--- src/rtl/bicubic_product_normalize.sv ---
// bicubic_product_normalize
// Final stage of the bicubic 4x4 weight x pixel multiplier.
// Takes four sign-magnitude inner products per beat and converts each to two's complement.
// Rounds away the fixed-point weight fraction, clamps each lane to the pixel range,
// and emits a packed four-pixel group with an end-of-line flag.
// The datapath is a two-stage valid/ready pipeline with a single global stall.
// Optional feature: define BICUBIC_NORM_SAT_COUNT_EN to add the saturating clamp-event counter
// and its sat_count port.

module bicubic_product_normalize #(
    parameter int PRODUCT_WIDTH = 32,
    parameter int FRAC_BITS     = 8,
    parameter int PIXEL_WIDTH   = 8,
    parameter int LINE_GROUPS   = 960
) (
    input  logic                       clk,
    input  logic                       rst,
    input  logic                       in_valid,
    output logic                       in_ready,
    input  logic [PRODUCT_WIDTH-2:0]   inner_product1,
    input  logic [PRODUCT_WIDTH-2:0]   inner_product2,
    input  logic [PRODUCT_WIDTH-2:0]   inner_product3,
    input  logic [PRODUCT_WIDTH-2:0]   inner_product4,
    input  logic                       inner_product_sign1,
    input  logic                       inner_product_sign2,
    input  logic                       inner_product_sign3,
    input  logic                       inner_product_sign4,
    output logic                       out_valid,
    input  logic                       out_ready,
    output logic [4*PIXEL_WIDTH-1:0]   out_pixels,
    output logic                       out_eol
`ifdef BICUBIC_NORM_SAT_COUNT_EN
    ,
    output logic [15:0]                sat_count
`endif
);

    localparam int MAG_W = PRODUCT_WIDTH - 1;
    localparam int VAL_W = PRODUCT_WIDTH + 1;
    localparam int CNT_W = (LINE_GROUPS > 1) ? $clog2(LINE_GROUPS) : 1;

    localparam logic [CNT_W-1:0] LAST_GROUP = CNT_W'(LINE_GROUPS - 1);
    localparam logic signed [VAL_W-1:0] ROUND_HALF =
        {{(VAL_W-1){1'b0}}, 1'b1} << (FRAC_BITS - 1);
    localparam logic signed [VAL_W-1:0] PIX_MAX =
        {{(VAL_W-PIXEL_WIDTH){1'b0}}, {PIXEL_WIDTH{1'b1}}};

    logic [MAG_W-1:0]          mag [4];
    logic                      neg [4];

    logic                      adv;
    logic signed [VAL_W-1:0]   val_c [4];
    logic signed [VAL_W-1:0]   sum_c [4];
    logic signed [VAL_W-1:0]   q_c   [4];
    logic signed [VAL_W-1:0]   s1_q  [4];
    logic                      s1_valid;
    logic                      s2_valid;
    logic [4*PIXEL_WIDTH-1:0]  pix_c;
    logic [4*PIXEL_WIDTH-1:0]  s2_pix;
    logic [CNT_W-1:0]          line_cnt;

    assign mag[0] = inner_product1;
    assign mag[1] = inner_product2;
    assign mag[2] = inner_product3;
    assign mag[3] = inner_product4;
    assign neg[0] = inner_product_sign1;
    assign neg[1] = inner_product_sign2;
    assign neg[2] = inner_product_sign3;
    assign neg[3] = inner_product_sign4;

    // One stall signal for the whole pipe: everything moves only when the output slot frees up
    assign adv        = !s2_valid || out_ready;
    assign in_ready   = adv;
    assign out_valid  = s2_valid;
    assign out_pixels = s2_pix;
    assign out_eol    = s2_valid && (line_cnt == LAST_GROUP);

    // S1 arithmetic: sign-magnitude to two's complement, then round half up and drop the fraction
    always_comb begin
        for (int i = 0; i < 4; i++) begin
            val_c[i] = neg[i] ? -$signed({2'b00, mag[i]}) : $signed({2'b00, mag[i]});
            sum_c[i] = val_c[i] + ROUND_HALF;
            q_c[i]   = sum_c[i] >>> FRAC_BITS;
        end
    end

    // S2 arithmetic: clamp each rounded lane into the unsigned pixel range
    always_comb begin
        pix_c = '0;
        for (int i = 0; i < 4; i++) begin
            if (s1_q[i] < 0) begin
                pix_c[i*PIXEL_WIDTH +: PIXEL_WIDTH] = '0;
            end else if (s1_q[i] > PIX_MAX) begin
                pix_c[i*PIXEL_WIDTH +: PIXEL_WIDTH] = '1;
            end else begin
                pix_c[i*PIXEL_WIDTH +: PIXEL_WIDTH] = s1_q[i][PIXEL_WIDTH-1:0];
            end
        end
    end

    // Pipeline registers; reset empties both stages so in-flight groups are discarded
    always_ff @(posedge clk) begin
        if (rst) begin
            s1_valid <= 1'b0;
            s2_valid <= 1'b0;
            s2_pix   <= '0;
            for (int i = 0; i < 4; i++) begin
                s1_q[i] <= '0;
            end
        end else if (adv) begin
            s1_valid <= in_valid;
            s1_q     <= q_c;
            s2_valid <= s1_valid;
            s2_pix   <= pix_c;
        end
    end

    // Position of the current output group within the line, advanced per output transfer
    always_ff @(posedge clk) begin
        if (rst) begin
            line_cnt <= '0;
        end else if (s2_valid && out_ready) begin
            if (line_cnt == LAST_GROUP) begin
                line_cnt <= '0;
            end else begin
                line_cnt <= line_cnt + 1'b1;
            end
        end
    end

`ifdef BICUBIC_NORM_SAT_COUNT_EN
    logic [3:0]  clamp_c;
    logic [3:0]  s2_clamp;
    logic [2:0]  clamp_sum;
    logic [16:0] sat_sum;

    // Per-lane clamp flags, derived from the same S1 values the pixel clamp uses
    always_comb begin
        clamp_c = '0;
        for (int i = 0; i < 4; i++) begin
            clamp_c[i] = (s1_q[i] < 0) || (s1_q[i] > PIX_MAX);
        end
    end

    // Number of clamped lanes in the group sitting at the output, and the tentative new total
    always_comb begin
        clamp_sum = {2'b00, s2_clamp[0]} + {2'b00, s2_clamp[1]}
                  + {2'b00, s2_clamp[2]} + {2'b00, s2_clamp[3]};
        sat_sum   = {1'b0, sat_count} + {14'd0, clamp_sum};
    end

    // Clamp flags travel with their group through S2 so they are counted at the transfer
    always_ff @(posedge clk) begin
        if (rst) begin
            s2_clamp <= '0;
        end else if (adv) begin
            s2_clamp <= clamp_c;
        end
    end

    // Saturating event counter: sticks at all-ones instead of wrapping
    always_ff @(posedge clk) begin
        if (rst) begin
            sat_count <= '0;
        end else if (s2_valid && out_ready) begin
            if (sat_sum[16]) begin
                sat_count <= 16'hFFFF;
            end else begin
                sat_count <= sat_sum[15:0];
            end
        end
    end
`else
    // Without the counter no clamp flags are kept; the pixel datapath is unchanged
`endif

endmodule

--- config.mk ---
export PLATFORM = sky130hd
export DESIGN_NAME = bicubic_product_normalize
export DESIGN_NICKNAME = d
export VERILOG_FILES = /design/src/rtl/bicubic_product_normalize.sv
export SDC_FILE = /design/constraint.sdc
export NUM_CORES = 1
export LEC_CHECK = 0
export ABC_AREA = 0
export BUFFER_PORTS_ARGS = -buffer_cell sky130_fd_sc_hd__clkbuf_2
export CORE_MARGIN = 1
export CORE_UTILIZATION = 55
export DETAILED_ROUTE_END_ITERATION = 12
export HOLD_SLACK_MARGIN = 0.05
export PLACE_DENSITY_LB_ADDON = 0.3
export SLEW_MARGIN = 20
export SYNTH_ARGS = -nofsm -noshare
export SYNTH_HDL_FRONTEND = slang
export SYNTH_SLANG_ARGS = --single-unit
--- constraint.sdc ---
create_clock -name clk -period 6.1 [get_ports clk]
set_input_delay 1.525 -clock clk [delete_from_list [all_inputs] [get_ports clk]]
set_output_delay 1.525 -clock clk [all_outputs]
set_load 0.005 [all_outputs]
# Yosys cells after proc, flatten, opt, wreduce, memory -nomap -nowiden
# Cells that the tools add are included.
[totals]
regBits = 144
inputBits = 132
out_inout_bits = 35
[op_classes]
add_sub_neg = 9
magnitude_cmp = 8
eq_ne = 1
n_mux = 13
n_reduce_logical = 4
[ops]
columns = ["cell", "n"]
rows = [
  ["$add A33 B9 Y33 const B", 4],
  ["$mux W33", 4],
  ["$neg A31 Y33", 4],
  ["$gt A25 B9 Y1 const B", 4],
  ["$lt A25 B1 Y1 const B", 4],
  ["$mux W8", 8],
  ["$add A10 B1 Y10 const B", 1],
  ["$eq A10 B10 Y1 const B", 1],
  ["$mux W10", 1],
  ["$logic_and A1 B1 Y1", 2],
  ["$logic_not A1 Y1", 1],
  ["$logic_or A1 B1 Y1", 1],
]

# Longest topological paths before layout
[depth]
ltp_word = 3
depth_mapped = 16

# Least setup slack after synthesis
# No wires, ideal clock.
[synth_timing]
path_kind = "input port to flip-flop"
start = "input inner_product_sign2"
end = "register s1_q[87] (netlist bit)"
setup_time_ps = 86
arrival_time_ps = 4957
setup_slack_ps = 1057
stages = 14
n_path_buf = 4
cell_sequence = "clkbuf_1 > buf_2 > buf_1 > clkbuf_1 > nand2_1 > xnor2_1 > ha_1 > nand2_1 > o311ai_0 > o2111ai_1 > or4_1 > a221oi_2 > xnor2_1 > a211oi_1"
[synth_between]
elab_chain_cells = 2
[synth_lines]
columns = ["item", "line", "text"]
rows = [
  ["from (decl)", "25", "input logic inner_product_sign2,"],
  ["$mux W33", "81", "val_c[i] = neg[i] ? -$signed({2'b00, mag[i]}) : $signed({2'b00, mag[i]});"],
  ["$add A33 B9 Y33", "82", "sum_c[i] = val_c[i] + ROUND_HALF;"],
  ["to (signal assigned)", "112", "s1_q <= q_c;"],
  ["to (decl)", "55", "logic signed [VAL_W-1:0] s1_q [4];"],
]
# Every way passes these cells.
# A chain may end at the register's enable or synchronous reset.

# Worst setup path in the final report
[layout_timing]
start = "input inner_product2[2]"
end = "register s1_q[87] (netlist bit)"
[layout_between]
elab_chain_cells = 3
[layout_lines]
columns = ["item", "line", "text"]
rows = [
  ["from (decl)", "21", "input logic [PRODUCT_WIDTH-2:0] inner_product2,"],
  ["$neg A31 Y33", "81", ""],
  ["$mux W33 (*)", "81", ""],
  ["$add A33 B9 Y33 (*)", "82", ""],
]
# Every way passes the cells marked *; elsewhere a longest branch is shown, timed or not.

==> results_dict.tcl <==
set metrics [dict create \
    status "completed" \
    cp-start-kind "primary input" \
    p_sw_mw 0.721 \
    crit_fanout 7 \
    grt_pass1_vias 8976 \
    synth_warnings 0 \
    intPower_mw 1.91 \
    synthesis.area_um2 10100 \
    dp_hpwl_um 18300 \
    required_ps 6440 \
    drtAntennaViolNets 0 \
    postCtsSetupBuffers 0 \
    grt_overflow 0 \
    crit_chain "clkbuf_2 -> or4_1 -> or3_1 -> nand2_1 -> xnor2_1 -> ha_1 -> nand2_1 -> o311ai_0 -> o2111ai_1 -> buf_4 -> or4_1 -> a221oi_2 -> xnor2_1 -> a211oi_1" \
    highest_layer "met4" \
    synth_cell_type_count 79 \
    syn2layout_area_growth_pct 14.9 \
    wl_per_cell_um 14.6 \
    die_y_um 138 \
    power_frac_clock_pct 40.7 \
    synthCells 1400 \
    syn_nets 1537 \
    post-route-drc-count 0 \
    ctsHoldBuffers 0 \
    period_share_pct 79.8 \
    first_iter_violations 712 \
    viasPerCell 5.95 \
    seq_area_frac_synth_pct 28.4 \
    rsz0062_at_grt "false" \
    initial_utilization_pct 56.2 \
    dr_wl_met2_um 11700 \
    num_vias 10400 \
    relSlewSlack_pct 43.4 \
    cts_buffer_depth 2 \
    worstSetupPathType "primary input to register" \
    switching_share_pct 27.4 \
    wl_met1_um 12000 \
    setup_ws_ps 1230 \
    place_ws_ps 787 \
    antenna_found_initial 0 \
    yosysTopAreaCell "dfxtp_1" \
    n_antenna_cell 0 \
    path_clk_slew_ps 60 \
    tns_ps 0 \
    hp-class "register to register" \
    cts_max_level 4 \
    layout-drive-gt1-share_pct 15.9 \
    layout_min_cycle_time_ps 4870 \
    postSynth.asyncResetShare_pct 0 \
    maxSlewViolCount 0 \
    hold_viol 0 \
    pwr-share-seq_pct 40.7 \
    fin_nets 1647 \
    cpPeakStageDelay_ps 630 \
    io_pins 167 \
    core_um2 18000 \
    yosysMostFrequentCell "nor2_1" \
    dr.pass1.iters 5 \
    grt_max_degree 67 \
    fin_worst_skew_ps 7.21 \
    cts_tree "built" \
    power_density_nw_per_um2 226 \
    worstPathArrival_ps 5210 \
    tightest_slew_ps 843 \
    postRouteWirelength_um 25500 \
    p_comb_share_pct 18.6 \
    cp-end-kind "register" \
    grt_first_pass_wirelength_um 41400 \
    p_leak_nw 4.54 \
    cp_slowest_cell "or4_1" \
    cts_made_buffers 17 \
    setup_viol 0 \
    portBuffers 166 \
    ys_seq_elements 144 \
    synth_edf_count 0 \
    clk_latency_ps 420 \
    peakVddDrop_mv 0.194 \
    grt.total_usage_pct 26.7 \
    cts_resized 0 \
    numClockSinks 144 \
    fillers 1632 \
    die-area_um2 19000 \
    synth_common_cells "nor2_1 (174), nand2_1 (159), dfxtp_1 (144), a21oi_1 (115), xnor2_1 (86)" \
    die_w_um 138 \
    fmax_mhz 205 \
    syn_avg_cell_area_um2 7.24 \
    synth_top_cell_area_share_pct 28.4 \
    wl_met3_um 1370 \
    drv_cap 0 \
    synth_top_flop_cell "dfxtp_1" \
    rows 49 \
    synthTopCellsByArea "dfxtp_1 (28%), xnor2_1 (7.4%), nor2_1 (6.4%)" \
    clock-root-buffer "clkbuf_16" \
    gp_congestion 0.884 \
]
## path summary, 6_finish.rpt
check | slack, ps | startpoint | to | cells after the start
max | 1230 | inner_product2[2] | s1_q[87]$_SDFFE_PP0P_ | 14
min | 450 | s1_q[14]$_SDFFE_PP0P_ | s1_q[14]$_SDFFE_PP0P_ | 2
max reg2reg | 3660 | out_valid$_SDFFE_PP0P_ | s1_q[16]$_SDFFE_PP0P_ | 5
min reg2reg | 450 | s1_q[14]$_SDFFE_PP0P_ | s1_q[14]$_SDFFE_PP0P_ | 2
## cell families after synthesis
kind of cell | count (synthesis) | synth area share (%)
multiplexers | 9 | 0.926
AND/OR/NAND/NOR | 641 | 31.7
AO/OA/AOI/OAI | 348 | 21.9
XOR/XNOR | 139 | 12.0
buffers and inverters | 112 | 4.17
flip-flops | 144 | 28.4
adder cells (fa/ha/maj) | 7 | 0.827
## cell type report
cell class	instances	area (um2)	share of cell area [%]
Tap cell	229	287	2.46
Clock buffer	21	480	4.12
Timing Repair Buffer	180	938	8.06
Sequential cell	144	2880	24.7
Multi-Input combinational cell	1144	6840	58.7
Inverter	23	86.3	0.741
Clock inverter	10	134	1.15
## through the flow
stage | power, mW | hold slack, ps | utilization (%) | cells | cell area [um2]
floorplan | 1.41 | 425 | - | 1400 | 10100
global placement | 1.56 | 437 | 61.2 | 1720 | 11000
detailed placement | 1.57 | 442 | 61.2 | 1720 | 11000
CTS | 2.64 | 451 | 64.6 | 1751 | 11600
global route | 2.75 | 469 | 64.6 | 1751 | 11600
finish | 2.63 | 449 | 64.6 | 1751 | 11600
## critical path: cells and delay by family
family | cells | cell delay, ps
simple gates | 5 | 1730
compound gates | 4 | 1180
buf+inv | 2 | 290
fa+ha+maj | 1 | 260
xor+xnor | 2 | 200
## state kept, by name (all words and copies together), names as in the netlist
| signal | count |
|---|---|
| s1_q | 100 |
| out_pixels | 32 |
| line_cnt | 10 |
| out_valid | 1 |
| s1_valid | 1 |
## layout by cell type, fill, tap and decap left out, types with 37 or more instances in the layout
cell	synthesis	final
nor2_1	174	173
clkbuf_2	0	165
nand2_1	159	159
dfxtp_1	144	144
a21oi_1	115	115
xnor2_1	86	86
nor3_1	72	72
o21ai_0	63	63
xor2_1	53	53
nand3_1	37	37
## power by group through the flow
stage / clock (mW) / combinational [mW] / sequential [mW]
after floorplan: 0 / 0.329 / 1.08
after global placement: 0 / 0.474 / 1.09
after detailed placement: 0 / 0.484 / 1.09
after CTS: 1.08 / 0.488 / 1.07
after global routing: 1.13 / 0.548 / 1.08
final: 1.07 / 0.490 / 1.07
## routing by layer
layer  vias to the layer above  GRT usage (%)
met5                         -              0
met4                         0           7.61
met1                      4803           36.0
met3                        28           3.83
met2                       287           44.2
li1                       5308              -
Power figures use the tool's default switching activity.
